**src/rtl/arith_pkg.sv**
```systemverilog
// Shared arithmetic helpers: divider FSM state encoding and magnitude/negate functions.
// Latency: n/a (package only, no ports).
// Backpressure: n/a. Callers sign- or zero-extend operands into arith_word_t, then size-cast the result back.
package arith_pkg;

  typedef enum logic [1:0] {
    IDLE = 2'b00,
    CALC = 2'b01,
    FIX  = 2'b11,
    DONE = 2'b10
  } div_state_e;

  // Widest operand the helpers handle; callers size-cast the result back to their own width.
  localparam int unsigned ARITH_MAXW = 32;
  typedef logic [ARITH_MAXW-1:0] arith_word_t;

  // Two's-complement negate, modulo 2^ARITH_MAXW.
  function automatic arith_word_t negate(input arith_word_t x);
    return (~x) + arith_word_t'(1);
  endfunction

  // Magnitude of a sign-extended value. The most negative W-bit value maps to 2^(W-1),
  // which still fits once truncated to W unsigned bits.
  function automatic arith_word_t abs_val(input arith_word_t x);
    return x[ARITH_MAXW-1] ? negate(x) : x;
  endfunction

endpackage

```
**src/rtl/div_restore_step.sv**
```systemverilog
// One restoring-division step: shift {P,Q} left one bit, trial-subtract |D|, keep or restore.
// Latency: combinational.
// Backpressure: none. Ports: p_i/q_i/d_i current partial remainder, quotient shift reg and divisor magnitude;
// p_o/q_o next values.
module div_restore_step #(
  parameter int unsigned WIDTH_N = 8,
  parameter int unsigned WIDTH_D = 8
) (
  input  logic [WIDTH_D:0]   p_i,
  input  logic [WIDTH_N-1:0] q_i,
  input  logic [WIDTH_D-1:0] d_i,
  output logic [WIDTH_D:0]   p_o,
  output logic [WIDTH_N-1:0] q_o
);

  logic [WIDTH_D+1:0] p_sh;
  logic [WIDTH_D+1:0] diff;
  logic               fits;

  // P stays below |D|, so the shifted value is below 2^(WIDTH_D+1) and the top bit of
  // diff is a clean borrow flag.
  assign p_sh = {p_i, q_i[WIDTH_N-1]};
  assign diff = p_sh - {2'b00, d_i};
  assign fits = ~diff[WIDTH_D+1];

  assign p_o = fits ? diff[WIDTH_D:0] : p_sh[WIDTH_D:0];
  assign q_o = {q_i[WIDTH_N-2:0], fits};

endmodule

```
**src/rtl/restoring_div.sv**
```systemverilog
// Signed radix-2 restoring divider (truncating quotient, remainder takes the dividend's sign).
// Latency: done pulses WIDTH_N+2 cycles after the first vld_in edge, or 2 cycles for a zero divisor.
// Backpressure: vld_in must stay high for the whole operation; dropping it aborts to IDLE.
// Ports: clk/rst (async active-high); vld_in, dividend and divisor request;
// quotient, remainder, div_by_zero and done results.
module restoring_div
  import arith_pkg::*;
#(
  parameter int unsigned WIDTH_N = 8,
  parameter int unsigned WIDTH_D = 8
) (
  input  logic                      clk,
  input  logic                      rst,
  input  logic                      vld_in,
  input  logic signed [WIDTH_N-1:0] dividend,
  input  logic signed [WIDTH_D-1:0] divisor,
  output logic signed [WIDTH_N-1:0] quotient,
  output logic signed [WIDTH_D-1:0] remainder,
  output logic                      div_by_zero,
  output logic                      done
);

  localparam int unsigned CW = (WIDTH_N > 1) ? $clog2(WIDTH_N) : 1;
  localparam logic [CW-1:0] LAST_STEP = CW'(WIDTH_N - 1);

  div_state_e         state_q, state_d;
  logic [CW-1:0]      cnt_q, cnt_d;
  logic [WIDTH_D:0]   p_q, p_d;
  logic [WIDTH_N-1:0] q_q, q_d;
  logic [WIDTH_D-1:0] d_q, d_d;
  logic               neg_quo_q, neg_quo_d;
  logic               neg_rem_q, neg_rem_d;
  logic               dbz_q, dbz_d;
  logic [WIDTH_N-1:0] quotient_q, quotient_d;
  logic [WIDTH_D-1:0] remainder_q, remainder_d;
  logic               div_by_zero_q, div_by_zero_d;

  logic [WIDTH_N-1:0] dvd_mag;
  logic [WIDTH_D-1:0] dvs_mag;
  logic [WIDTH_N-1:0] quo_neg;
  logic [WIDTH_D-1:0] rem_mag;
  logic [WIDTH_D-1:0] rem_neg;
  logic [WIDTH_D:0]   step_p;
  logic [WIDTH_N-1:0] step_q;

  assign dvd_mag = WIDTH_N'(abs_val(arith_word_t'(dividend)));
  assign dvs_mag = WIDTH_D'(abs_val(arith_word_t'(divisor)));
  assign quo_neg = WIDTH_N'(negate(arith_word_t'(q_q)));

  // With a zero divisor Q still holds |dividend|, so re-applying the dividend sign to its low
  // bits reproduces dividend[WIDTH_D-1:0] without keeping the raw operand around.
  assign rem_mag = dbz_q ? q_q[WIDTH_D-1:0] : p_q[WIDTH_D-1:0];
  assign rem_neg = WIDTH_D'(negate(arith_word_t'(rem_mag)));

  div_restore_step #(
    .WIDTH_N (WIDTH_N),
    .WIDTH_D (WIDTH_D)
  ) u_step (
    .p_i (p_q),
    .q_i (q_q),
    .d_i (d_q),
    .p_o (step_p),
    .q_o (step_q)
  );

  always_comb begin
    state_d       = state_q;
    cnt_d         = cnt_q;
    p_d           = p_q;
    q_d           = q_q;
    d_d           = d_q;
    neg_quo_d     = neg_quo_q;
    neg_rem_d     = neg_rem_q;
    dbz_d         = dbz_q;
    quotient_d    = quotient_q;
    remainder_d   = remainder_q;
    div_by_zero_d = div_by_zero_q;

    if (!vld_in) begin
      // Abort: back to IDLE, published results untouched.
      state_d = IDLE;
    end else begin
      unique case (state_q)
        IDLE: begin
          q_d       = dvd_mag;
          d_d       = dvs_mag;
          p_d       = '0;
          cnt_d     = '0;
          neg_quo_d = dividend[WIDTH_N-1] ^ divisor[WIDTH_D-1];
          neg_rem_d = dividend[WIDTH_N-1];
          dbz_d     = (divisor == '0);
          state_d   = (divisor == '0) ? FIX : CALC;
        end
        CALC: begin
          p_d   = step_p;
          q_d   = step_q;
          cnt_d = cnt_q + CW'(1);
          if (cnt_q == LAST_STEP) state_d = FIX;
        end
        FIX: begin
          if (dbz_q) begin
            quotient_d = '1;
          end else begin
            quotient_d = neg_quo_q ? quo_neg : q_q;
          end
          remainder_d   = neg_rem_q ? rem_neg : rem_mag;
          div_by_zero_d = dbz_q;
          state_d       = DONE;
        end
        DONE: begin
          state_d = IDLE;
        end
        default: begin
          state_d = IDLE;
        end
      endcase
    end
  end

  always_ff @(posedge clk or posedge rst) begin
    if (rst) begin
      state_q       <= IDLE;
      cnt_q         <= '0;
      p_q           <= '0;
      q_q           <= '0;
      d_q           <= '0;
      neg_quo_q     <= 1'b0;
      neg_rem_q     <= 1'b0;
      dbz_q         <= 1'b0;
      quotient_q    <= '0;
      remainder_q   <= '0;
      div_by_zero_q <= 1'b0;
    end else begin
      state_q       <= state_d;
      cnt_q         <= cnt_d;
      p_q           <= p_d;
      q_q           <= q_d;
      d_q           <= d_d;
      neg_quo_q     <= neg_quo_d;
      neg_rem_q     <= neg_rem_d;
      dbz_q         <= dbz_d;
      quotient_q    <= quotient_d;
      remainder_q   <= remainder_d;
      div_by_zero_q <= div_by_zero_d;
    end
  end

  assign quotient    = quotient_q;
  assign remainder   = remainder_q;
  assign div_by_zero = div_by_zero_q;
  assign done        = (state_q == DONE);

endmodule

```
**config.mk**
```make
export PLATFORM = sky130hd
export DESIGN_NAME = restoring_div
export DESIGN_NICKNAME = d
export VERILOG_FILES = /design/src/rtl/arith_pkg.sv /design/src/rtl/div_restore_step.sv /design/src/rtl/restoring_div.sv
export SDC_FILE = /design/constraint.sdc
export NUM_CORES = 1
export LEC_CHECK = 0
export CAP_MARGIN = 20
export CORE_UTILIZATION = 57
export CTS_CLUSTER_SIZE = 12
export DETAILED_ROUTE_END_ITERATION = 7
export GPL_TIMING_DRIVEN = 0
export PLACE_DENSITY_LB_ADDON = 0.3
export SLEW_MARGIN = 10
export SYNTH_ARGS = -nofsm -noshare
export SYNTH_HDL_FRONTEND = slang
export SYNTH_SLANG_ARGS = --single-unit
```
**constraint.sdc**
```tcl
create_clock -name clk -period 5.2 [get_ports clk]
set_input_delay 0.78 -clock clk [delete_from_list [all_inputs] [get_ports clk]]
set_output_delay 0.78 -clock clk [all_outputs]
set_load 0.005 [all_outputs]
```
Word level (Yosys, flattened, before mapping)
Cells that the tools add are included.
Cells by class
  add/subtract/negate cells: 6
  reduce and logical (&&, ||, !) cells: 6
  bitwise operators: 6
  muxes and demuxes: 14
  equal/unequal tests: 5
Operators with widths (number)
  $mux W8: 6
  $add A8 B1 Y8 const B: 4
  $not A8 Y8: 4
  $pmux W9 S2: 1
  $pmux W8 S2: 1
  $sub A10 B8 Y10: 1
  $mux W9: 1
  $logic_not A8 Y1: 1
  $pmux W2 S4: 1
  $mux W2: 3
  $pmux W3 S2: 1
  $reduce_and A2 Y1: 3
  $eq A2 B2 Y1 const B: 2
  $add A3 B1 Y3 const B: 1
  $eq A3 B3 Y1 const B: 1
  $ne A3 B3 Y1 const B: 1
  $eq A2 B1 Y1 const B: 1
  $logic_not A2 Y1: 1
  $reduce_bool A2 Y1: 1
  $not A1 Y1: 1
  $xor A1 B1 Y1: 1
Storage, ports and cells
  bits in registers: 50
  output and inout port bits: 18

Depth between registers and ports, before layout
  depth in word-level cells: 4
  mapped depth: 10

Modules after synthesis
A second synthesis with hierarchy kept.
Second synthesis, totals
  cells, all modules: 384
  area total of the unflattened synthesis: 3384.5 um2
By module, submodules not included
  restoring_div: seq. area each 1251.2 um2, instances 1, area an instance 2758.9 um2, cells an instance 304
  div_restore_step: seq. area each 0.0 um2, instances 1, area an instance 625.6 um2, cells an instance 80

Worst setup path after synthesis
Ideal clock, no wire load.
  kind: reg-to-reg
  from: reg q_q[7]
  to: reg p_q[8]
  setup slack: 3.021 ns
  cell stages (with the launch flop): 11
  period minus slack after synthesis: 2.179 ns
  required time: 5.113 ns
  arrival: 2.092 ns
  cells stage by stage: dfrtp_1 > inv_1 > ha_1 > inv_1 > fa_1 > a211oi_1 > nor2_1 > a21oi_1 > nor4b_1 > o211ai_1 > o211ai_1
Between the ends
  longest elaborated chain between the ends: 3
RTL lines
  start: declaration: line restoring_div.sv:29  | logic [WIDTH_N-1:0] q_q, q_d;
  start signal: assignment: line restoring_div.sv:137  | q_q <= q_d;
  $sub A10 B8 Y10: line div_restore_step.sv:23  | assign diff = p_sh - {2'b00, d_i};
  $mux W9: line div_restore_step.sv:26  | assign p_o = fits ? diff[WIDTH_D:0] : p_sh[WIDTH_D:0];
  $pmux W9 S2: line restoring_div.sv:83  | unique case (state_q)
  end signal: assignment: line restoring_div.sv:136  | p_q <= p_d;
  end: declaration: line restoring_div.sv:28  | logic [WIDTH_D:0] p_q, p_d;
No other way between the ends.
A chain may end at the register's enable or synchronous reset.

Worst setup path in the final report
  from: reg state_q[0]
  to: out done
Between the ends
  longest elaborated chain between the ends: 1
RTL lines
  start: declaration: line restoring_div.sv:26  | div_state_e state_q, state_d;
  start signal: assignment: line restoring_div.sv:134  | state_q <= state_d;
  $eq A2 B2 Y1: line restoring_div.sv:151  | assign done = (state_q == DONE);
  end: declaration: line restoring_div.sv:20  | output logic done
No other way between the ends.

==> results.yml <==
timing:
  relSlewSlack_pct: 67.3
  setup_ws_ns: 2.49
  hold_viol_final: 0
  period_share_pct: 52.1
  min_period_ns: 2.71
  worstMarginPinSlew_ns: 0.490
  finalSetupViolations: 0
  rsz0062_at_grt: "no"
  skew_ns: 0.00845
  fin_setup_tns_ns: 0
  slew_viol_final: 0
  max_freq_mhz: 369
drt:
  first_pass_iters: 4
  drtIter0Drc: 118
  wirelength_um: 6620
  drc: 0
  vias: 2592
  wl_per_cell_um: 14.0
  vias_per_cell: 5.49
  ant_nets: 0
placement:
  dp_slack_ns: 2.53
  gp_congestion: 0.829
  dpl.hpwl_um: 5110
  port_buffers: 34
critical_path:
  slowest_delay_ns: 0.46
  required_ns: 4.42
  worstSetupPathType: "flop to output port"
  crit_slowest_cell: "clkdlybuf4s50_1"
  regToRegSetupSlack_ns: 2.65
  worst_setup_path_start_kind: "flop"
  worst-path-buf-inv: 3
  worstPathMaxFanout: 10
  endpoint_kind: "output port"
  cpMostUsedCell: "clkbuf_1"
  crit_chain: "clkbuf_1, clkbuf_1, nor2b_1, clkdlybuf4s50_1"
  cp_top_family: "buffers and inverters"
  crit_arrival_ns: 1.93
clock_tree:
  cts_tree: "yes"
  post-cts-setup-buffer-count: 0
  ctsHoldBuffers: 0
  clock_sinks: 50
  root_buffer: "clkbuf_8"
  cts_resized: 0
  h-tree-depth: 2
  worstSkewPairLatency_ns: 0.31
  clock_path_buffers: 2
  cts_buffers: 5
  clk_pin_slew_ns: 0.09
floorplanning:
  die_w_um: 76.6
  core_area_um2: 5240
  rows: 26
  io_pins: 37
  die_h_um: 76.6
  start_util_pct: 60.5
  die_area_um2: 5860
hold_path:
  hold_class: "flop to flop"
grt:
  grt.total_usage_pct: 24.7
  antenna_found_initial: 0
  grt_pass1_wl_um: 11600
  grt_max_degree: 34
  grt_overflow_total: 0
  grt_pass1_vias: 2494
final_layout:
  final_util_pct: 71.2
  fillCellCount: 433
  seq_area_um2: 1250
  multi_input_area_um2: 1780
  final_layout_size_suffix_gt1_share_pct: 6.72
  nets: 435
  diodes: 0
  synthToLayoutAreaGrowth_pct: 17.6
logic_synthesis:
  ys_seq_area_share_pct: 39.5
  netlist_area_um2: 3170
  synthDominantCellAreaShare_pct: 39.5
  ys_seq_elements: 50
  ys_types: 49
  yosysWarnings: 0
  syn_inst: 359
  synth_edf_count: 0
  async_reset_ff_share_pct: 100
  yosys.area.top_type: "dfrtp_1"
  ys.flop_type: "dfrtp_1"
  synthTopCellsByArea: "dfrtp_1 (39%), nand2_1 (6.6%), ha_1 (5.5%)"
  syn-num-nets: 393
  synth.avg_cell_area_um2: 8.83
power_and_ir_drop:
  p_per_area_nw_per_um2: 436
  ir_worst_vdd_mv: 0.205
  p_leak_nw: 1.62
job:
  max_cap_violations: 0
run_status:
  outcome: "completed"
==> layer usage <==
layer  GRT usage (%)  vias to the layer above  part of all wire, %
met5               0                        -                    0
met4            5.96                        0                 0.98
met2            44.6                       63                   51
met3            4.43                        7                  4.0
li1                -                     1313                    -
met1            30.4                     1209                   44
==> per-stage QoR <==
step | area, µm² | instances | power [mW] | hold slack (ns)
CTS | 3730 | 472 | 1.63 | 0.485
floorplan | 3170 | 359 | 1.19 | 0.443
global route | 3730 | 472 | 1.75 | 0.505
detailed placement | 3620 | 464 | 1.35 | 0.465
global placement | 3600 | 463 | 1.32 | 0.456
finish | 3730 | 472 | 1.63 | 0.483
==> synthesized netlist by cell type, types with 5 or more instances <==
library cell and number:
o31ai_1 7, nor2_1 28, ha_1 14, nor3_1 5
xor2_1 9, o21ai_1 12, xnor2_1 20, dfrtp_1 50
o21ai_0 28, nand3_1 7, nand2_1 56, clkbuf_1 16
nand2b_1 6, inv_1 17, a21oi_1 20, mux2i_1 17
==> path summary, 6_finish.rpt <==
kind | from | endpoint | cells past startpoint
setup / recovery | state_q[0] | done | 4
hold / removal | quotient[0] | quotient[0] | 2
setup reg to reg | q_q[7] | p_q[8] | 10
hold reg to reg | quotient[0] | quotient[0] | 2
max in group asynchronous | rst | state_q[1] | 3
min in group asynchronous | rst | quotient[0] | 2
==> final cells by class <==
class	instances	share of cell area [%]
buffer	19	1.95
clock buffer	6	1.95
clock inverter	2	1.01
inverter	18	1.81
multi-input combinational	272	47.7
sequential	50	33.6
tap	70	2.35
timing repair buffer	35	9.67
==> placed cells by master (no fill, tap or decap), types with 3 or more instances in the layout <==
cell type        netlist  layout
o31ai_1                7       7
o21ai_1               12      12
xor2_1                 9       9
clkdlybuf4s50_1        0      34
clkbuf_1              16      17
nor2_1                28      28
a211oi_1               3       3
inv_1                 17      16
o211ai_1               3       3
a21oi_1               20      20
ha_1                  14      14
nand3_1                7       7
nand2b_1               6       6
dfrtp_1               50      50
nor2b_1                3       3
mux2i_1               17      17
o21ai_0               28      28
xnor2_1               20      20
nor3_1                 5       5
nand2_1               56      56
mux2_2                 3       3
clkbuf_8               0       5
==> flip-flops by register name (all words and copies together) (netlist names) <==
register / cells
remainder: 8
neg_rem_q: 1
div_by_zero: 1
quotient: 8
p_q: 9
q_q: 8
cnt_q: 3
dbz_q: 1
neg_quo_q: 1
state_q: 2
d_q: 8
==> worst reg2reg max path, stage by stage (launching register included) <==
cell	delay [ns]
dfrtp_1	0.47
inv_1	0.11
ha_1	0.19
inv_1	0.06
fa_1	0.41
a211oi_1	0.33
nor2_1	0.11
a21oi_1	0.25
nor4b_1	0.28
o211ai_1	0.14
o211ai_1	0.12
==> where the power goes <==
part | total [mW] | internal (mW) | switching [mW]
clock | 0.271 | 0.144 | 0.128
combinational | 0.813 | 0.394 | 0.420
sequential | 0.542 | 0.448 | 0.0936
==> kinds of logic (layout without fill, tap and decap cells) <==
group                      after synthesis  in the layout  share of synthesized area [%]
adders and majority gates               15             15                           6.16
and+or+nand+nor                        118            118                           17.0
xor gates and xnor gates                30             30                           8.88
AOI/OAI and AO/OA                       88             88                           17.2
DFF                                     50             50                           39.5
muxes                                   21             21                           6.91
buffers and inverters                   37             80                           4.42
No activity file was read; power rests on OpenSTA's default activity.
